`config.mk`:
```
export PLATFORM = sky130hd
export DESIGN_NAME = traffic_light_monitor
export DESIGN_NICKNAME = d
export VERILOG_FILES = /design/src/rtl/traffic_light_monitor.sv
export SDC_FILE = /design/constraint.sdc
export NUM_CORES = 1
export LEC_CHECK = 0
export CORE_ASPECT_RATIO = 0.9
export CORE_MARGIN = 1.5
export CORE_UTILIZATION = 40
export CTS_CLUSTER_DIAMETER = 120
export DETAILED_ROUTE_END_ITERATION = 10
export PLACE_DENSITY_LB_ADDON = 0.12
export SYNTH_ARGS = -nofsm -noshare
export SYNTH_HDL_FRONTEND = slang
export SYNTH_SLANG_ARGS = --single-unit
```
`constraint.sdc`:
```
create_clock -name clk -period 2.7 [get_ports clk]
set_input_delay 0.405 -clock clk [delete_from_list [all_inputs] [get_ports clk]]
set_output_delay 0.405 -clock clk [all_outputs]
set_load 0.005 [all_outputs]
```
`src/rtl/traffic_light_monitor.sv`:
```
// traffic_light_monitor: passive checker for the traffic-light led bus.
// Decodes the one-hot led pattern into a phase, measures each phase in clock
// cycles, checks phase order and per-phase min/max durations, and reports
// sticky error flags plus the measurement of every phase that ends.
module traffic_light_monitor #(
    parameter int          CNT_W    = 28,
    parameter int          RED_MIN  = 100000000,
    parameter int          RED_MAX  = 100000000,
    parameter int          AMB_MIN  = 8000001,
    parameter int          AMB_MAX  = 8000001,
    parameter int          GRN_MIN  = 55000001,
    parameter int          GRN_MAX  = 55000001,
    // Reset value of the completed-sequence counter (0 in normal use).
    parameter logic [15:0] SEQ_INIT = 16'd0
) (
    input  logic             clk,
    input  logic             rst_n,
    input  logic [2:0]       led,
    input  logic             clr_err,
    output logic [1:0]       phase,
    output logic [1:0]       last_phase,
    output logic [CNT_W-1:0] last_dur,
    output logic             dur_valid,
    output logic [15:0]      seq_count,
    output logic             err_pattern,
    output logic             err_seq,
    output logic             err_timing,
    output logic             err_pulse
);

    typedef enum logic [1:0] {
        PH_UNSYNC = 2'd0,
        PH_RED    = 2'd1,
        PH_AMB    = 2'd2,
        PH_GRN    = 2'd3
    } phase_t;

    localparam logic [2:0] LED_RED = 3'b100;
    localparam logic [2:0] LED_AMB = 3'b010;
    localparam logic [2:0] LED_GRN = 3'b001;

    localparam logic [CNT_W-1:0] RED_MIN_C = CNT_W'(RED_MIN);
    localparam logic [CNT_W-1:0] RED_MAX_C = CNT_W'(RED_MAX);
    localparam logic [CNT_W-1:0] AMB_MIN_C = CNT_W'(AMB_MIN);
    localparam logic [CNT_W-1:0] AMB_MAX_C = CNT_W'(AMB_MAX);
    localparam logic [CNT_W-1:0] GRN_MIN_C = CNT_W'(GRN_MIN);
    localparam logic [CNT_W-1:0] GRN_MAX_C = CNT_W'(GRN_MAX);
    localparam logic [CNT_W-1:0] DUR_ONE   = CNT_W'(1);
    localparam logic [CNT_W-1:0] DUR_SAT   = '1;

    phase_t           phase_q, phase_d;
    logic [2:0]       led_q, led_d;
    logic             first_q, first_d;
    logic [CNT_W-1:0] dur_q, dur_d;
    logic             stuck_q, stuck_d;
    logic [1:0]       last_phase_q, last_phase_d;
    logic [CNT_W-1:0] last_dur_q, last_dur_d;
    logic             dur_valid_q, dur_valid_d;
    logic [15:0]      seq_count_q, seq_count_d;
    logic             err_pattern_q, err_pattern_d;
    logic             err_seq_q, err_seq_d;
    logic             err_timing_q, err_timing_d;
    logic             err_pulse_q, err_pulse_d;

    logic             led_legal;
    logic             led_q_legal;
    logic             changed;
    logic [CNT_W-1:0] min_sel;
    logic [CNT_W-1:0] max_sel;
    logic [2:0]       led_expected;
    phase_t           phase_succ;
    logic             new_pat;
    logic             new_seq;
    logic             new_tim;

    assign led_legal   = (led == LED_RED) || (led == LED_AMB) || (led == LED_GRN);
    assign led_q_legal = (led_q == LED_RED) || (led_q == LED_AMB) || (led_q == LED_GRN);
    // The first sample after reset is treated as a change so that a bus that
    // is already red can be synced immediately.
    assign changed     = first_q || (led != led_q);

    // Duration limits and the only legal successor of the tracked phase.
    always_comb begin
        min_sel      = '0;
        max_sel      = DUR_SAT;
        led_expected = LED_RED;
        phase_succ   = PH_UNSYNC;
        case (phase_q)
            PH_RED: begin
                min_sel      = RED_MIN_C;
                max_sel      = RED_MAX_C;
                led_expected = LED_AMB;
                phase_succ   = PH_AMB;
            end
            PH_AMB: begin
                min_sel      = AMB_MIN_C;
                max_sel      = AMB_MAX_C;
                led_expected = LED_GRN;
                phase_succ   = PH_GRN;
            end
            PH_GRN: begin
                min_sel      = GRN_MIN_C;
                max_sel      = GRN_MAX_C;
                led_expected = LED_RED;
                phase_succ   = PH_RED;
            end
            default: begin
                min_sel      = '0;
                max_sel      = DUR_SAT;
                led_expected = LED_RED;
                phase_succ   = PH_RED;
            end
        endcase
    end

    // Next-state logic: phase tracking, duration measurement and error detection.
    always_comb begin
        phase_d       = phase_q;
        led_d         = led_q;
        first_d       = first_q;
        dur_d         = dur_q;
        stuck_d       = stuck_q;
        last_phase_d  = last_phase_q;
        last_dur_d    = last_dur_q;
        dur_valid_d   = 1'b0;
        seq_count_d   = seq_count_q;
        new_pat       = 1'b0;
        new_seq       = 1'b0;
        new_tim       = 1'b0;

        if (changed) begin
            first_d = 1'b0;
            led_d   = led;
            dur_d   = DUR_ONE;
            stuck_d = 1'b0;

            // Report the phase that just ended, if it was being tracked.
            if (phase_q != PH_UNSYNC) begin
                dur_valid_d  = 1'b1;
                last_phase_d = phase_q;
                last_dur_d   = dur_q;
                // A phase already flagged as stuck was reported once already.
                if ((dur_q < min_sel) && !stuck_q) begin
                    new_tim = 1'b1;
                end
            end

            if (!led_legal) begin
                // Only the entry into an illegal pattern is an error event.
                phase_d = PH_UNSYNC;
                if (first_q || led_q_legal) begin
                    new_pat = 1'b1;
                end
            end else if (phase_q == PH_UNSYNC) begin
                // Resync happens only on red; amber/green are ignored here.
                if (led == LED_RED) begin
                    phase_d = PH_RED;
                end
            end else if (led == led_expected) begin
                phase_d = phase_succ;
                // Reaching green tracked implies red and amber were followed.
                if (phase_q == PH_GRN) begin
                    seq_count_d = seq_count_q + 16'd1;
                end
            end else begin
                new_seq = 1'b1;
                phase_d = PH_UNSYNC;
            end
        end else begin
            if (dur_q != DUR_SAT) begin
                dur_d = dur_q + DUR_ONE;
            end
            // Stuck detection: fires on the cycle the count passes MAX.
            if ((phase_q != PH_UNSYNC) && !stuck_q && (dur_q == max_sel)) begin
                new_tim = 1'b1;
                stuck_d = 1'b1;
            end
        end
    end

    // Sticky flags: a new error wins over a simultaneous clear.
    always_comb begin
        err_pattern_d = new_pat ? 1'b1 : (clr_err ? 1'b0 : err_pattern_q);
        err_seq_d     = new_seq ? 1'b1 : (clr_err ? 1'b0 : err_seq_q);
        err_timing_d  = new_tim ? 1'b1 : (clr_err ? 1'b0 : err_timing_q);
        err_pulse_d   = new_pat || new_seq || new_tim;
    end

    // State and output registers; reset returns the monitor to UNSYNC.
    always_ff @(posedge clk or negedge rst_n) begin
        if (!rst_n) begin
            phase_q       <= PH_UNSYNC;
            led_q         <= 3'b000;
            first_q       <= 1'b1;
            dur_q         <= '0;
            stuck_q       <= 1'b0;
            last_phase_q  <= 2'd0;
            last_dur_q    <= '0;
            dur_valid_q   <= 1'b0;
            seq_count_q   <= SEQ_INIT;
            err_pattern_q <= 1'b0;
            err_seq_q     <= 1'b0;
            err_timing_q  <= 1'b0;
            err_pulse_q   <= 1'b0;
        end else begin
            phase_q       <= phase_d;
            led_q         <= led_d;
            first_q       <= first_d;
            dur_q         <= dur_d;
            stuck_q       <= stuck_d;
            last_phase_q  <= last_phase_d;
            last_dur_q    <= last_dur_d;
            dur_valid_q   <= dur_valid_d;
            seq_count_q   <= seq_count_d;
            err_pattern_q <= err_pattern_d;
            err_seq_q     <= err_seq_d;
            err_timing_q  <= err_timing_d;
            err_pulse_q   <= err_pulse_d;
        end
    end

    assign phase       = phase_q;
    assign last_phase  = last_phase_q;
    assign last_dur    = last_dur_q;
    assign dur_valid   = dur_valid_q;
    assign seq_count   = seq_count_q;
    assign err_pattern = err_pattern_q;
    assign err_seq     = err_seq_q;
    assign err_timing  = err_timing_q;
    assign err_pulse   = err_pulse_q;

endmodule
```
==> results of run 1 <==
-- area by class of cell --
cell class	instances	area (sq um)
Fill cell	1083	5430
Multi-Input combinational cell	331	2430
Sequential cell	86	2150
Timing Repair Buffer	93	891
Clock buffer	11	253
Tap cell	156	195
Clock inverter	5	81.3
Inverter	13	48.8
-- through the flow --
step	hold WS (ns)	total power, uW	instances
floorplan	0.109	1780	453
global placement	0.399	2100	678
detailed placement	0.402	2120	678
CTS	0.0397	3500	694
global route	0.0540	3640	695
finish	0.0267	3470	695
-- cell usage in the layout, fill, tap and decap left out, drive strengths merged, types with 11 or more instances in the layout --
cell type	count
xnor2	20
clkbuf	11
or3	15
ha	27
o21ai	26
dfrtp	85
a21oi	20
clkdlybuf4s50	57
nand4	18
buf	36
inv	13
nand3	24
nand2	32
nor2	22
mux2	29
-- worst max-delay path, cell delays in order, from the launching register on --
cell and delay [ns]:
dfrtp_1 0.42, inv_1 0.16, ha_1 0.24, buf_4 0.15
inv_1 0.10, ha_1 0.31, and3b_1 0.23, nand4_1 0.10
or3_1 0.31, o211ai_1 0.25, nand4_1 0.11
-- path summary, 6_finish.rpt --
kind | depth (start not counted) | slack, ns | startpoint | end
setup / recovery | 10 | 0.15 | phase[1]$_DFFE_PN0P_ | err_pulse$_DFF_PN0_
hold / removal | 1 | 0.03 | rst_n | dur_q[21]$_DFFE_PN0P_
setup reg to reg | 10 | 0.15 | phase[1]$_DFFE_PN0P_ | err_pulse$_DFF_PN0_
hold reg to reg | 1 | 0.47 | seq_count[15]$_DFFE_PN0P_ | seq_count[15]$_DFFE_PN0P_
max in group asynchronous | 2 | 1.99 | rst_n | first_q$_DFFE_PN1N_
min in group clk | 1 | 0.47 | seq_count[15]$_DFFE_PN0P_ | seq_count[15]$_DFFE_PN0P_
-- synthesized netlist by cell type (3+ instances only) --
cell,number,area (sq um)
a211oi_1,4,30.0
a21oi_1,20,100
a221oi_1,3,26.3
and2_1,5,31.3
and3_1,7,43.8
and4_1,5,43.8
buf_2,7,35.0
clkbuf_1,12,45.0
dfrtp_1,85,2130
ha_1,27,338
inv_1,13,48.8
mux2_2,29,327
nand2_1,32,120
nand2b_1,3,18.8
nand3_1,24,120
nand4_1,18,113
nand4b_1,3,26.3
nor2_1,22,82.6
nor3_1,5,25.0
nor4_1,8,50.1
o211ai_1,3,22.5
o21ai_0,25,125
or2_2,3,18.8
or3_1,15,93.8
or4_1,7,52.6
xnor2_1,20,175
xor2_1,8,70.1
-- sequential cells by signal (all words and copies together), names as in the netlist --
name	flops
stuck_q	1
last_phase	2
last_dur	28
seq_count	16
dur_valid	1
led_q	3
err_pattern	1
err_seq	1
err_timing	1
err_pulse	1
first_q	1
phase	2
dur_q	28
-- routing by layer --
metal	up-vias	track usage [%]
li1	1833	-
met2	89	29.5
met1	1840	27.1
met5	-	0
met4	0	4.53
met3	8	4.02
-- power by group through the flow --
stage / clock network, uW / registers, uW / logic, uW
floorplan: 0 / 1390 / 384
global placement: 0 / 1390 / 710
detailed placement: 0 / 1390 / 729
CTS: 1400 / 1370 / 732
global route: 1460 / 1370 / 810
finish: 1360 / 1360 / 742
-- timing repair --
action                     4_1_cts  5_1_grt
hold endpoints to repair         0        0
setup endpoints to repair        0        2
gates resized for setup          0        6
setup buffers                    0        1
-- logic make-up (layout without fill, tap and decap cells) --
kind of cell / count (synthesis) / in the layout / share of synthesized area (%)
xor+xnor: 28 / 28 / 5.17
compound gates: 77 / 77 / 11.4
fa+ha+maj: 27 / 27 / 7.13
buf+inv: 36 / 122 / 3.70
mux: 31 / 31 / 7.31
simple gates: 167 / 167 / 19.7
flops: 86 / 86 / 45.4
other cells: 1 / 1 / 0.0791
==> flow_summary_export.csv, run 1 <==
group,metric,value,unit
worst_hold_path,holdCritPathClass,"in -> async",
timing,finalSetupTns,0,ns
logic_synthesis,average_size_of_a_mapped_cell,10.5,sq um
status,run_status,"finished clean",
timing,finalHoldViolCount,0,
grt,grt_pass1_wl,18900,um
clock_tree,cts_num_sinks,86,
finish,design_area,0.00606,sq mm
timing,drv_slew,0,
power,power.density_cell_area,573,mW/mm^2
logic_synthesis,synth_enable_flop_cells,0,
detailed_routing,routed_wl,11500,um
power,cellLeakagePower,0.00260,uW
placement,post-dp-hpwl,8230,um
floorplan,die_h,106,um
floorplan,coreArea,0.0115,sq mm
logic_synthesis,mappedNetlistNets,486,
timing,highest_attainable_clock_frequency,0.393,GHz
grt,number_of_global_route_vias_before_repair,3645,
logic_synthesis,yosys_most_used_dff,"dfrtp_1",
grt,grt_overflow_total,0,
finish,antenna_cells,0,
worst_setup_path,worstPathMaxFanout,5,
detailed_routing,final_antenna_net_count,0,
clock_tree,ctsHoldBuffers,0,
detailed_routing,detail_route.first_pass.iterations,4,
finish,num-nets-final,567,
power,p_comb_share,21.4,%
logic_synthesis,fraction_of_registers_with_async_set_reset,100,%
placement,placedInstanceArea,0.00569,sq mm
placement,post-place-ws,-0.00266,ns
worst_setup_path,worst_ep_arrival_time,2.74,ns
logic_synthesis,ys_seq_elements,86,
worst_setup_path,critPathKind,"reg -> reg",
detailed_routing,met2_length,5320,um
power,power.clock.fraction,39.2,%
clock_tree,clockBufferDepth,2,
clock_tree,clk_transition_reported_paths,0.06,ns
flow_run,drv.max_cap_violation_count,0,
logic_synthesis,yosys_warnings,0,
timing,layout_worst_path_cycle_share,94.3,%
logic_synthesis,synth_seq_area_share,45.4,%
floorplan,num_rows,37,
power,internal-power,2560,uW
timing,final_critical_path_setup_slack,0.155,ns
grt,globalRouteTotalUtil,19.0,%
grt,grt_max_degree,52,
worst_setup_path,cp-end-kind,"flop",
timing,report.final.setup_viol,0,
power,irDropWorstVdd,0.419,mV
timing,worstMarginPinSlew,0.592,ns
detailed_routing,post_drt_wl_per_cell,16.6,um
worst_setup_path,req_time_crit_path,2.89,ns
logic_synthesis,netlist-cell-type-count,60,
placement,routability_cong,0.869,
detailed_routing,wl_met1,5560,um
detailed_routing,drt-initial-drc-count,213,
detailed_routing,drcViolationCount,0,
clock_tree,cts_tree,"done",
timing,timing.clock.skew,0.00910,ns
detailed_routing,viasPerCell,5.42,
clock_tree,cts_inserted_buffers,9,
finish,flow.area_growth_from_synthesis,27.8,%
floorplan,die_area,0.0125,sq mm
detailed_routing,routed-wl-met3,549,um
detailed_routing,vias,3770,
grt,antenna_violations_before_repair,0,
power,power.net_switching,910,uW
finish,postLayoutCoreUtil,52.7,%
detailed_routing,route.top_layer_used,"met4",
logic_synthesis,post_synth_instance_area,0.00474,sq mm
floorplan,io_pins,59,
power,seqPwrFrac,39.4,%
placement,io_buffer_count,58,
timing,final_period_minus_worst_setup_slack,2.55,ns
floorplan,dieWidth,118,um
clock_tree,insertion_delay,0.34,ns
power,net_switching_fraction_of_the_power,26.2,%
clock_tree,clockRootBuffer,"clkbuf_16",
floorplan,initial_core_util,41.3,%
worst_setup_path,cp_launch_type,"flop",
clock_tree,cts.htree.levels,3,
timing,maxSlewHeadroom,60.4,%
logic_synthesis,synth_cells,453,
finish,layout-drive-gt1-share,17.6,%
(Power assumes the default switching activity.)
==> run 2: changes to the inputs <==
--- a/config.mk
+++ b/config.mk
@@ -14,3 +14,4 @@
 export SYNTH_ARGS = -nofsm -noshare
 export SYNTH_HDL_FRONTEND = slang
 export SYNTH_SLANG_ARGS = --single-unit
+export TNS_END_PERCENT = 50
==> results of run 2 <==
Final layout, timing and power as in run 1 (identical DEF).
==> RTL edit 1 (settings of run 1) <==
`CNT_W`: 28 -> 56.
--- a/src/rtl/traffic_light_monitor.sv
+++ b/src/rtl/traffic_light_monitor.sv
@@ -3,7 +3,7 @@
 // cycles, checks phase order and per-phase min/max durations, and reports
 // sticky error flags plus the measurement of every phase that ends.
 module traffic_light_monitor #(
-    parameter int          CNT_W    = 28,
+    parameter int          CNT_W    = 56,
     parameter int          RED_MIN  = 100000000,
     parameter int          RED_MAX  = 100000000,
     parameter int          AMB_MIN  = 8000001,
Interface: changed (resized last_dur); port bits go from 59 to 87. No check against the original RTL was run, so the function may have changed too.
==> RTL edit 1 against run 1 <==
- total power up 57%
- synthesized cell count up 62%
- routed wire length up 69%
- clock power up 72%
- synthesized area up 58%
- setup slack worse by 0.040 ns
- non-clock buffer count up 48
- sequential cell count up 56
- final area up 58%
- clock skew down 0.00074 ns
- highest routed layer unchanged
==> RTL edit 1: results (changes against run 1) <==
- The flow ran to the end, and the final reports show no timing, DRC or antenna violations.
- The static leakage is 4.08 nW (+57%).
- The maximum resistive drop on vdd is 430 µV (+2.5%).
- The global router's overall resource usage is 0.208 (+0.0182).
- The peak per-stage delay on the critical path was 0.45 ns (+0.03 ns).
- The maximum fanout along the worst path is 6 (+1).
- The gate count of the mapped netlist is 732 (+62%).
- The met3 wirelength from detailed routing is 974 µm (+77%).
- The distinct cell type count of the synthesized netlist is 53 (-12%).
- The met1 capacity usage during global routing is 0.294 (+0.0229).
- The met1 routed wirelength after detailed routing is 9.48 mm (+71%).
- The level count of the clock H-tree is 4 (+1).
- The number of nets produced by synthesis is 765 (+57%).
- Counting instances in the post-synthesis netlist gives the leading cell types as 141 x sky130_fd_sc_hd__dfrtp_1, 70 x sky130_fd_sc_hd__nor2_1, 59 x sky130_fd_sc_hd__mux2_2.
- The met3 routing resource usage after global routing was 0.0434 (+0.00321).
- The arrival time at the worst endpoint was 2.89 ns (+0.15 ns).
- The proportion of layout cells with a drive suffix above 1 is 0.191 (+0.0144).
- The first-pass GRT wire length came to 32.1 mm (+70%).
- The worst slew margin relative to its limit is 0.638 (+0.0337).
- The setup skew after layout is 0.00836 ns (-0.000736 ns).
- Ranked by total cell area, the synthesized netlist is headed by sky130_fd_sc_hd__dfrtp_1 47%, sky130_fd_sc_hd__mux2_2 8.9%, sky130_fd_sc_hd__xnor2_1 4.8%.
- The total of warnings raised by yosys came to 0 (unchanged).
- The insertion delay of the later-clocked pin in the worst-skew pair was 0.43 ns (+0.09 ns).
- The sequential area share after synthesis is 0.474 (+0.0196).
- The cell total after placement is 1071 (+58%).
- The final RePlAce weighted congestion is 0.882 (+1.6%).
- The number of global-route vias before repair is 5969 (+64%).
- The number of buffers on the longest clock path is 2 (unchanged).
- The total iterations of the first detailed-routing run is 7 (+3).
- The average routed wire per standard cell is 17.7 µm (+6.6%).
- The largest net degree at the start of global routing is 85 (+63%).
- The placed instance area is 8920 µm² (+57%).
- The detailed-route wire length is 19.5 mm (+69%).
- The fraction of met2 tracks used by global routing is 0.315 (+0.0200).
- The share of async-settable or async-resettable flops after synthesis is 1.00 (unchanged).
- The slowest stage of the critical path is the sky130_fd_sc_hd__nor4_1 cell.
- The first-iteration detailed-routing DRC count is 366 (+72%).
- The worst setup timing slack at the placement stage is 0.0494 ns (+0.0521 ns).
- The clock transition at the registers of the reported paths is 0.06 ns (about the same).
- The number of port buffers is 86 (+48%).
- The number of nets in the final layout is 880 (+55%).
- The number of CTS-inserted buffers is 17 (+8).
- The placed wire-length estimate was 14.0 mm (+70%).
- The number of vias in the routed layout is 6091 (+62%).
- The worst register-to-register path begins at phase[1].
- The wire length on met2 was 8.67 mm (+63%).
## RTL edit 1: cell types whose count changed after synthesis, sizes merged, moves of 6 or more
cell	run 1	this run
or3	15	9
nor2	22	71
xnor2	20	41
mux2	29	59
nand4	18	46
clkbuf	12	30
nand2	32	46
nor4	9	30
and3	7	14
xor2	8	34
nor3	5	31
dfrtp	85	141
## RTL edit 1: report_power, final
part / switching, mW / internal [mW]
clock network: 0.969 / 1.37
logic: 0.465 / 0.439
registers: 0.0301 / 2.18
total: 1.46 / 3.99
## RTL edit 1: worst paths after layout
check / end / slack [ns] / depth (start not counted)
max: err_pulse / 0.11 / 10
min: led_q[0] / 0.39 / 2
max reg2reg: err_pulse / 0.11 / 10
min reg2reg: seq_count[15] / 0.48 / 1
max in group asynchronous: dur_q[52] / 1.56 / 3
min in group clk: seq_count[15] / 0.48 / 1
## RTL edit 1: cell type report
type | instances | area (µm²)
clock buffer | 17 | 425
clock inverter | 15 | 161
sequential | 142 | 3550
inverter | 11 | 41.3
tap | 245 | 307
timing repair buffer | 141 | 1330
fill | 1612 | 8850
multi-input combinational | 534 | 3740
## RTL edit 1: timing repair
action                                 in CTS  in global routing
endpoints found under the hold margin      19                  0
setup buffers                               0                  2
setup endpoints to repair                   0                 15
hold buffers                                1                  0
gates resized for setup                     0                  8
## RTL edit 1: kinds of logic after synthesis
family,share of synthesized area
AO/OA/AOI/OAI,0.0511
flip-flops,0.474
XOR/XNOR,0.0876
AND/OR/NAND/NOR,0.221
adder cells (fa/ha/maj),0.0450
buffers and inverters,0.0319
multiplexers,0.0886
other,0.000500
==> RTL edit 2 (config.mk and constraints of run 1) <==
Made on the original files. Put one more register stage on the output `seq_count`, cleared by the reset. The value now appears one clock later. The other outputs are not delayed to match.
--- a/src/rtl/traffic_light_monitor.sv
+++ b/src/rtl/traffic_light_monitor.sv
@@ -223,7 +223,13 @@
     assign last_phase  = last_phase_q;
     assign last_dur    = last_dur_q;
     assign dur_valid   = dur_valid_q;
-    assign seq_count   = seq_count_q;
+    always_ff @(posedge clk or negedge rst_n) begin
+        if (!rst_n) begin
+            seq_count <= '0;
+        end else begin
+            seq_count <= seq_count_q;
+        end
+    end
     assign err_pattern = err_pattern_q;
     assign err_seq     = err_seq_q;
     assign err_timing  = err_timing_q;
Check against the original RTL: not equivalent (Yosys sat finds a counterexample within 10 cycles, from zero or initial values and one cycle with rst_n low).
==> RTL edit 2 against run 1 <==
- worst hold slack improved by 0.067 ns
- first-iteration DRC count up 30%
- total power is 0.71% higher
- sequential cell count up 16
- largest cell class is now flip-flops and latches
- largest power group unchanged
- die area grew 8.9%
- synthesized area grew 9.1%
- setup slack better by 0.015 ns
- routed wire length up 13%
- critical path depth down 3
- final area rose by 5.3%
- synthesized cell count grew 17%
- sequential share of layout area rose by 4.5 points
==> RTL edit 2: results (changes against run 1) <==
- The final RePlAce weighted congestion was 0.901 (+3.8%).
- The area fraction in compound gates after synthesis was 0.113 (-0.00110).
- The path depth of the worst reg2reg path is 7 (-3).
- The xor/xnor cell area share of the yosys netlist is 0.0660 (+0.0143).
- The distinct cell type count of the synthesized netlist is 63 (+5.0%).
- The first-pass GRT wire length came to 21.8 mm (+16%).
- The wire length on met2 is 5.66 mm (+6.5%).
- The number of vias in the routed layout is 4123 (+9.4%).
- The met1 capacity usage during global routing is 0.311 (+0.0393).
- The first-iteration detailed-routing DRC count is 276 (+30%).
- The proportion of layout cells with a drive suffix above 1 was 0.106 (-0.0706).
- The met3 wirelength from detailed routing is 637 µm (+16%).
- The standard cell with the maximum stage delay on the critical path is sky130_fd_sc_hd__or4b_4.
- The maximum fanout along the worst path is 6 (+1).
- The peak per-stage delay on the critical path is 0.52 ns (+0.10 ns).
- The placed wire-length estimate is 9.63 mm (+17%).
- The flow ran to the end, and the final reports show no timing, DRC or antenna violations.
- The fraction of met2 tracks used by global routing is 0.300 (+0.00431).
- The arithmetic-cell share of the synthesized area counting full adders, half adders and majority gates is 0.0653 (-0.00597).
- The gate count of the mapped netlist is 532 (+17%).
- The detailed-route wire length is 13.0 mm (+13%).
- The mux share of post-synthesis cell area came to 0.00411 (-0.0690).
- The arrival time at the worst endpoint came to 2.77 ns (+0.03 ns).
- The met1 routed wirelength after detailed routing is 6.47 mm (+16%).
- The cell total after placement was 754 (+11%).
- The number of nets produced by synthesis is 565 (+16%).
- The most common cell in the netlist is sky130_fd_sc_hd__nand2_1.
- The setup skew after layout is 0.00546 ns (-0.00363 ns).
- The number of nets in the final layout is 634 (+12%).
- The switching fraction of total power is 0.282 (+0.0196).
- The sequential area share after synthesis is 0.494 (+0.0394).
- By area the synthesized netlist is led by sky130_fd_sc_hd__dfrtp_1 49%, sky130_fd_sc_hd__nand2_1 7.8%, sky130_fd_sc_hd__ha_1 6.5%.
- The maximum resistive drop on vdd is 261 µV (-38%).
- The mean number of vias per cell is 5.35 (-1.3%).
## RTL edit 2: cell types whose count changed after synthesis, sizes merged, moves of 5 or more
cell | run 1 | this run
a21oi | 20 | 14
dfrtp | 85 | 101
inv | 13 | 21
mux2 | 29 | 1
nand2 | 32 | 107
nand3 | 24 | 15
nor2 | 22 | 35
nor3 | 5 | 12
or3 | 15 | 10
xnor2 | 20 | 25
xor2 | 8 | 14
## RTL edit 2: metrics by stage
| step | power [mW] | hold slack (ns) | worst slack (ns) | util | instance area [µm²] |
|---|---|---|---|---|---|
| floorplan | 1.94 | 0.109 | 0.262 | - | 5170 |
| finish | 3.49 | 0.0932 | 0.169 | 0.504 | 6370 |
| detailed placement | 2.21 | 0.369 | 0.114 | 0.479 | 6050 |
| CTS | 3.53 | 0.120 | 0.0939 | 0.503 | 6350 |
| global route | 3.68 | 0.150 | 0.0342 | 0.504 | 6370 |
| global placement | 2.21 | 0.365 | 0.0990 | 0.479 | 6050 |
## RTL edit 2: power groups by stage
stage               logic [mW]  registers (mW)  clock network, mW
global route             0.654            1.61               1.41
finish                   0.581            1.60               1.31
global placement         0.575            1.63                  0
CTS                      0.581            1.60               1.35
floorplan                0.302            1.63                  0
detailed placement       0.578            1.63                  0
## RTL edit 2: worst paths after layout
| path | endpoint |
|---|---|
| max | seq_count_q[9] |
| min in group clk | seq_count[14] |
| min reg2reg | seq_count[14] |
| max reg2reg | seq_count_q[9] |
| min | last_dur[27] |
| max in group asynchronous | dur_q[22] |
## RTL edit 2: layout make-up
class	count	area [µm²]
inverter	21	78.8
multi-input combinational	382	2440
tap	164	205
sequential	102	2550
clock buffer	11	253
fill	1190	6260
clock inverter	5	51.3
timing repair buffer	85	793
## RTL edit 2: repair_timing
action                     4_1_cts  5_1_grt
hold buffers                     0        0
resized for setup                0        5
setup endpoints to repair        0        5
